[config.mk]
export PLATFORM = sky130hd
export DESIGN_NAME = mp_cache_tag_array_nway
export DESIGN_NICKNAME = d
export VERILOG_FILES = /design/src/rtl/mp_cache_tag_pkg.sv /design/src/rtl/mp_cache_tag_way.sv /design/src/rtl/mp_cache_tag_array_nway.sv
export SDC_FILE = /design/constraint.sdc
export NUM_CORES = 1
export LEC_CHECK = 0
export ABC_AREA = 1
export ABC_CLOCK_PERIOD_IN_PS = 3700
export CAP_MARGIN = 20
export CORE_MARGIN = 2
export CORE_UTILIZATION = 25
export CTS_CLUSTER_DIAMETER = 150
export DETAILED_ROUTE_END_ITERATION = 10
export GPL_ROUTABILITY_DRIVEN = 0
export PLACE_DENSITY = 0.49
export SETUP_SLACK_MARGIN = 0.15
export SYNTH_ARGS = -nofsm -noshare
export SYNTH_HDL_FRONTEND = slang
export SYNTH_HIERARCHICAL = 1
export SYNTH_SLANG_ARGS = --single-unit
[constraint.sdc]
create_clock -name clk0 -period 3.7 [get_ports clk0]
set_clock_uncertainty 0.05 [all_clocks]
set_input_delay 0.74 -clock clk0 [delete_from_list [all_inputs] [get_ports clk0]]
set_output_delay 0.74 -clock clk0 [all_outputs]
set_load 0.005 [all_outputs]
[src/rtl/mp_cache_tag_pkg.sv]
// mp_cache_tag_pkg: shared state type, default widths and way priority encoder for the tag array
package mp_cache_tag_pkg;
  localparam int DEF_TAG_WIDTH  = 24;
  localparam int DEF_ADDR_WIDTH = 4;
  localparam int DEF_NUM_WAYS   = 4;
  localparam int MAX_WAYS       = 32;
  typedef enum logic {INIT, IDLE} state_t;
  function automatic logic [4:0] first_way(input logic [MAX_WAYS-1:0] v);
    first_way = '0;
    for (int i = MAX_WAYS - 1; i >= 0; i--)
      if (v[i]) first_way = 5'(i);
  endfunction
endpackage

[src/rtl/mp_cache_tag_way.sv]
// mp_cache_tag_way: one way's tag+valid storage with registered read and tag compare
module mp_cache_tag_way #(
  parameter int TAG_WIDTH  = 24,
  parameter int ADDR_WIDTH = 4
) (
  input  logic                  clk,
  input  logic                  rst_n,
  input  logic                  we,
  input  logic                  clr,
  input  logic                  rd,
  input  logic [ADDR_WIDTH-1:0] waddr,
  input  logic [ADDR_WIDTH-1:0] raddr,
  input  logic [TAG_WIDTH-1:0]  din,
  input  logic                  vin,
  input  logic [TAG_WIDTH-1:0]  cmp_tag,
  output logic [TAG_WIDTH-1:0]  tag,
  output logic                  vld,
  output logic                  hit
);
  localparam int RAM_DEPTH = 1 << ADDR_WIDTH;
  logic [TAG_WIDTH-1:0] tag_mem [RAM_DEPTH];
  logic [RAM_DEPTH-1:0] vld_mem;
  // the sweep also zeroes tags so dout never carries X from never-written sets
  always_ff @(posedge clk)
    if (we || clr) begin
      tag_mem[waddr] <= clr ? '0 : din;
      vld_mem[waddr] <= ~clr & vin;
    end
  always_ff @(posedge clk or negedge rst_n)
    if (!rst_n) begin
      tag <= '0;
      vld <= 1'b0;
      hit <= 1'b0;
    end else if (rd) begin
      tag <= tag_mem[raddr];
      vld <= vld_mem[raddr];
      hit <= vld_mem[raddr] & (tag_mem[raddr] == cmp_tag);
    end
endmodule

[src/rtl/mp_cache_tag_array_nway.sv]
// mp_cache_tag_array_nway: N-way tag store with parallel lookup, hit encoding and reset/flush sweep
module mp_cache_tag_array_nway
  import mp_cache_tag_pkg::*;
#(
  parameter int TAG_WIDTH  = DEF_TAG_WIDTH,
  parameter int ADDR_WIDTH = DEF_ADDR_WIDTH,
  parameter int NUM_WAYS   = DEF_NUM_WAYS,
  parameter int WAY_IDX_W  = $clog2(NUM_WAYS)
) (
  input  logic                          clk0,
  input  logic                          rstb0,
  input  logic                          csb0,
  input  logic                          web0,
  input  logic [ADDR_WIDTH-1:0]         addr0,
  input  logic [NUM_WAYS-1:0]           wmask0,
  input  logic [TAG_WIDTH-1:0]          din0,
  input  logic                          vin0,
  input  logic [TAG_WIDTH-1:0]          cmp_tag0,
  input  logic                          flush0,
  output logic                          ready0,
  output logic [NUM_WAYS*TAG_WIDTH-1:0] dout0,
  output logic [NUM_WAYS-1:0]           vld0,
  output logic [NUM_WAYS-1:0]           hit0,
  output logic                          hit_any0,
  output logic [WAY_IDX_W-1:0]          hit_way0
);
  state_t                state, state_nx;
  logic [ADDR_WIDTH-1:0] cnt, addr_q, waddr;
  logic [TAG_WIDTH-1:0]  cmp_q;
  logic                  rd_q, req, rd, wr, clr;
  always_ff @(posedge clk0 or negedge rstb0)
    if (!rstb0) begin
      state  <= INIT;
      cnt    <= '0;
      rd_q   <= 1'b0;
      addr_q <= '0;
      cmp_q  <= '0;
    end else begin
      state <= state_nx;
      cnt   <= (state == INIT) ? cnt + 1'b1 : '0;
      rd_q  <= rd;
      if (rd) begin
        addr_q <= addr0;
        cmp_q  <= cmp_tag0;
      end
    end
  // flush outranks a coincident request; flush during the sweep is ignored
  always_comb begin
    state_nx = (state == INIT) ? ((cnt == '1) ? IDLE : INIT) : (flush0 ? INIT : IDLE);
    ready0   = (state == IDLE);
    req      = ready0 & ~csb0 & ~flush0;
    rd       = req & web0;
    wr       = req & ~web0;
    clr      = (state == INIT);
    waddr    = clr ? cnt : addr0;
    hit_any0 = |hit0;
    hit_way0 = WAY_IDX_W'(first_way(MAX_WAYS'(hit0)));
  end
  for (genvar w = 0; w < NUM_WAYS; w++) begin : g_way
    mp_cache_tag_way #(.TAG_WIDTH(TAG_WIDTH), .ADDR_WIDTH(ADDR_WIDTH)) u_way (
      .clk(clk0), .rst_n(rstb0), .we(wr & wmask0[w]), .clr(clr), .rd(rd_q),
      .waddr(waddr), .raddr(addr_q), .din(din0), .vin(vin0), .cmp_tag(cmp_q),
      .tag(dout0[w*TAG_WIDTH +: TAG_WIDTH]), .vld(vld0[w]), .hit(hit0[w])
    );
  end
endmodule

# == After elaboration in Yosys (flattened, before gate mapping) ==
# Memory sizes are Yosys's and may differ from the RTL's.
# Index checks and enable logic that the tools add are counted.
# totals
ram_bits,1536
regBits,202
word_cells,89
memories,4
inputBits,62
out_inout_bits,108
# classes
n_eq_ne,5
magnitude_cmp,3
add_sub_neg,1
n_mux,32
bitwise,17
n_reduce_logical,6
# mem_list
name,words,width,rd,rd_ports_with_merged_regs,wr,line_no,rtl
g_way[0].u_way.tag_mem,16,24,1,0,1,mp_cache_tag_way.sv:21,logic [TAG_WIDTH-1:0] tag_mem [RAM_DEPTH];
g_way[1].u_way.tag_mem,16,24,1,0,1,mp_cache_tag_way.sv:21,
g_way[2].u_way.tag_mem,16,24,1,0,1,mp_cache_tag_way.sv:21,
g_way[3].u_way.tag_mem,16,24,1,0,1,mp_cache_tag_way.sv:21,
# ops
op,n
$eq A24 B24 Y1,4
$bwmux W16,4
$mux W24,1
$bmux W1 S4,4
$mux W1,16
$and A1 B1 Y1,13
$lt A4 B5 Y1 const B,2
$mux W2,4
$mux W4,2
$add A4 B1 Y4 const B,1
$demux W1 S4,1
$eq A4 B4 Y1 const B,1
$ge A4 B1 Y1 const B,1
$logic_or A1 B1 Y1,4
$not A1 Y1,4
$reduce_or A4 Y1,1
$logic_and A1 B1 Y1,1

# == Depth between registers and ports, before layout ==
# logic_depth
depth_word,8
mapped_depth,17
mapped_depth_nobuf,14

# == By module ==
# The synthesis kept the hierarchy.
# modules_own_cells
mod,seq_area_each_um2,area_each_um2,instances,cells_per_inst
mp_cache_tag_way at g_way[1].u_way ...,12662.1,18037.3,3,1649
mp_cache_tag_way at g_way[0].u_way,12662.1,17946.0,1,1645
mp_cache_tag_array_nway,850.8,1546.5,1,177

# == Least setup slack after synthesis ==
# Ideal clock, no wire load.
# synth_path
kind,input port to flip-flop
from,input port addr0[0]
to,"memory g_way[1].u_way.tag_mem[3][0], enable pin"
stages,4
setup_time_ps,438
slack_ps,41
required_time_ps,3212
t_arrival_ps,3171
path_buffers,0
path_cell_list,nor2_1 > nor2_1 > nand2_1 > nor3_1
# synth_via
elab_chain_len,1
# synth_rtl
item,line_no,rtl
start: declaration,mp_cache_tag_array_nway.sv:14,"input logic [ADDR_WIDTH-1:0] addr0,"
$mux W4,mp_cache_tag_array_nway.sv:55,waddr = clr ? cnt : addr0;
via waddr[0],mp_cache_tag_array_nway.sv:28,"logic [ADDR_WIDTH-1:0] cnt, addr_q, waddr;"
end: declaration,mp_cache_tag_way.sv:21,
# The timed path passes the listed nets, and every way through them passes these cells.

# == Worst setup path after layout ==
# layout_path
from,register g_way[1].u_way.hit
to,output port hit_way0[0]
# layout_via
elab_chain_len,2
# layout_rtl
item,line_no,rtl
start: declaration,mp_cache_tag_way.sv:18,output logic hit
start signal: assignment,mp_cache_tag_way.sv:37,hit <= vld_mem[raddr] & (tag_mem[raddr] == cmp_tag);
$mux W2 (2 in a row),mp_cache_tag_pkg.sv:11,if (v[i]) first_way = 5'(i);
end: declaration,mp_cache_tag_array_nway.sv:25,output logic [WAY_IDX_W-1:0] hit_way0
# Every way passes these cells.

==> metrics.cfg <==
[status]
status = complete, no violations

[synth]
syn-cell-area_um2 = 73600
synth_fp_nets = 6832
synth_area_per_cell_um2 = 10.9
syn_inst = 6769
ys_ff_latch = 1738
ys_warn_count = 6
ys_seq_area_share_pct = 70.0
ys_types = 29

[clock_network]
clk_path_buf_depth = 3
cts_made_buffers = 179
worstSkewPairLatency_ns = 0.82
cts.sinks = 1738
h-tree-depth = 4
post_cts_resized = 0
cts_tree = done
root_buffer = clkbuf_16
clkTransAtPathRegs_ns = 0.06

[timing]
worstMarginPinSlew_ns = 1.19
setup_viol = 0
hold_violations = 0
timing.fmax_ghz = 0.295
drv_slew = 0
period_share_pct = 91.5
max_slew_margin_pct = 21.0
post-route-min-period_ns = 3.39
rsz0062_at_grt = no
tns_ns = 0

[final_layout]
drive_gt1_share_pct = 9.82
finalInstanceArea_um2 = 88100
post-route-util_pct = 30.0
area_delta_synth_final_pct = 19.7
multi_input_area_um2 = 18100
seqCellArea_um2 = 51500
num-fill-cells = 30100
nNetsFinal = 7171

[pwr]
finalPower_mw = 78.2
power_density_nw_per_um2 = 888
p_leak_nw = 33.5
ir_drop_mv = 0.658

[worst_setup_path]
r2r_start = addr_q[0]
critical_path_class = reg -> out
crit_path_end_kind = output port
crit_fanout = 5
reg2regPathDepth = 14
arrival_ns = 2.60
worstPathRequired_ns = 2.91
startpoint_type = flip-flop
reg2reg_setup_slack_ns = 0.42
r2r-end = g_way[2].u_way/hit

[min_path]
hold_class = reg -> reg
hold_path_end = g_way[1].u_way/vld
hold_start = g_way[1].u_way/vld
holdPathStages = 2

[global_route]
grt_use_total_pct = 16.1
antenna_found_initial = 4
grt_max_degree = 111
grt_overflow = 0
grt_pass1_wl_um = 352000
grt_pass1_vias = 48300

[place]
port_buffers = 169
post-dp-hpwl_um = 161000
placed_area_um2 = 82400

[routing]
drt_iter0_drc = 4455
wl_per_cell_um = 22.1
via_per_inst = 4.50
dr.pass1.iters = 6
routed-via-count = 50300
postRouteAntennaNets = 0
drc_errors = 0
routed_wl_um = 247000

[floorplan]
core-area_um2 = 293000
initial_core_util_pct = 25.1
rows = 199
fp.dieW_um = 547
chipHeight_um = 547
die-area_um2 = 299000
pin_count = 170

[run]
max-cap-violations = 0

## flip-flops by register name, indices dropped and copies added (netlist names)
| signal | cells |
|---|---|
| g_way.u_way/hit | 4 |
| cnt | 4 |
| g_way.u_way/tag | 96 |
| addr_q | 4 |
| g_way.u_way/vld | 4 |
| cmp_q | 24 |
| g_way.u_way/tag_mem | 1536 |
| ready0 | 1 |
| g_way.u_way/vld_mem | 64 |
| rd_q | 1 |
## report_power, final
part           switching [mW]  internal, mW  total (mW)
clock                    7.62          10.1        17.7
combinational            21.1          9.03        30.2
sequential               2.55          27.8        30.4
total                    31.3          46.9        78.2
## worst max-delay path, cell delays in order (launching register included)
cell             delay (ns)
dfrtp_1                1.04
a21oi_1                0.09
nor2_1                 0.12
clkdlybuf4s50_1        0.51
## cell usage after synthesis
cell         n  area [um2]
a21oi_1     13        65.1
a31oi_1     93         582
buf_1       33         124
buf_2      120         601
buf_4       42         315
buf_6       56         631
buf_8        4        60.1
clkbuf_1   119         447
clkinv_1     1        3.75
dfrtp_1    138        3450
edfxtp_1  1600       48000
ha_1         1        12.5
inv_1      607        2280
inv_2       12        45.0
inv_4        1        6.26
nand2_1   1566        5880
nand3_1    814        4070
nand3b_1     4        30.0
nand3b_2     1        11.3
nand4_1     31         194
nor2_1     991        3720
nor2_4       1        11.3
nor3_1      13        65.1
o211ai_1   161        1210
o21ai_0    315        1580
o21ai_1     29         145
or2_0        1        6.26
or2_2        1        6.26
xnor2_1      1        8.76
## layout by cell type, fill, tap and decap left out, types with 84 or more instances in the layout
master / Yosys / routed
dfrtp_1: 138 / 133
buf_4: 42 / 276
nand3_1: 814 / 814
inv_1: 607 / 603
clkbuf_16: 0 / 183
o211ai_1: 161 / 161
clkdlybuf4s50_1: 0 / 167
a31oi_1: 93 / 93
nor2_1: 991 / 924
nand2_1: 1566 / 1566
buf_12: 0 / 84
o21ai_0: 315 / 314
edfxtp_1: 1600 / 1600
## layout make-up
type                    count  area share (%)
flip-flops and latches   1738            58.5
multi-input cells        4036            20.6
repair buffers            532            6.24
clock buffers             258            5.67
well taps                3919            5.57
inverters                 621            2.67
clock inverters            68           0.759
diodes                      7          0.0199
## cell families (layout without fill, tap and decap cells)
| group | after synthesis | count (layout) | share of synthesized area [%] |
|---|---|---|---|
| XOR/XNOR | 1 | 1 | 0.0119 |
| buffers and inverters | 995 | 1479 | 6.13 |
| other | 0 | 7 | 0 |
| AO/OA/AOI/OAI | 611 | 611 | 4.86 |
| flip-flops | 1738 | 1738 | 70.0 |
| AND/OR/NAND/NOR | 3423 | 3423 | 19.0 |
| adder cells (fa/ha/maj) | 1 | 1 | 0.0170 |
## through the flow
stage / hold WS, ns / instances / setup WS (ns)
after floorplan: 0.394 / 6769 / 0.0408
after global placement: 0.431 / 10800 / 0.178
after detailed placement: 0.423 / 10800 / 0.234
after CTS: 0.394 / 11200 / 0.303
after global routing: 0.435 / 11200 / 0.241
final: 0.445 / 11200 / 0.314
## per-layer routing
| layer | vias up | track usage [%] | share of wire [%] |
|---|---|---|---|
| met5 | - | 0 | 0 |
| met4 | 0 | 7.87 | 5.3 |
| met3 | 363 | 1.95 | 4.3 |
| met2 | 1401 | 27.7 | 49 |
| met1 | 24900 | 20.0 | 41 |
| li1 | 23700 | - | - |
## worst max path at each step
stage / startpoint / end / slack (ns) / cells after the start
after floorplan: addr0[0] / g_way[1].u_way/tag_mem[3][0] / 0.04 / 4
after global placement: flush0 / g_way[2].u_way/tag_mem[12][10] / 0.18 / 10
after detailed placement: addr0[3] / g_way[3].u_way/tag_mem[8][17] / 0.23 / 6
after CTS: g_way[1].u_way/hit / hit_way0[0] / 0.30 / 3
after global routing: addr_q[0] / g_way[2].u_way/hit / 0.24 / 14
final: g_way[1].u_way/hit / hit_way0[0] / 0.31 / 3
## what timing repair did
item,4_1_cts,5_1_grt
hold buffers,1,0
hold endpoints to repair,31,0
buffers inserted,0,0
No activity file was read; power rests on OpenSTA's default activity.
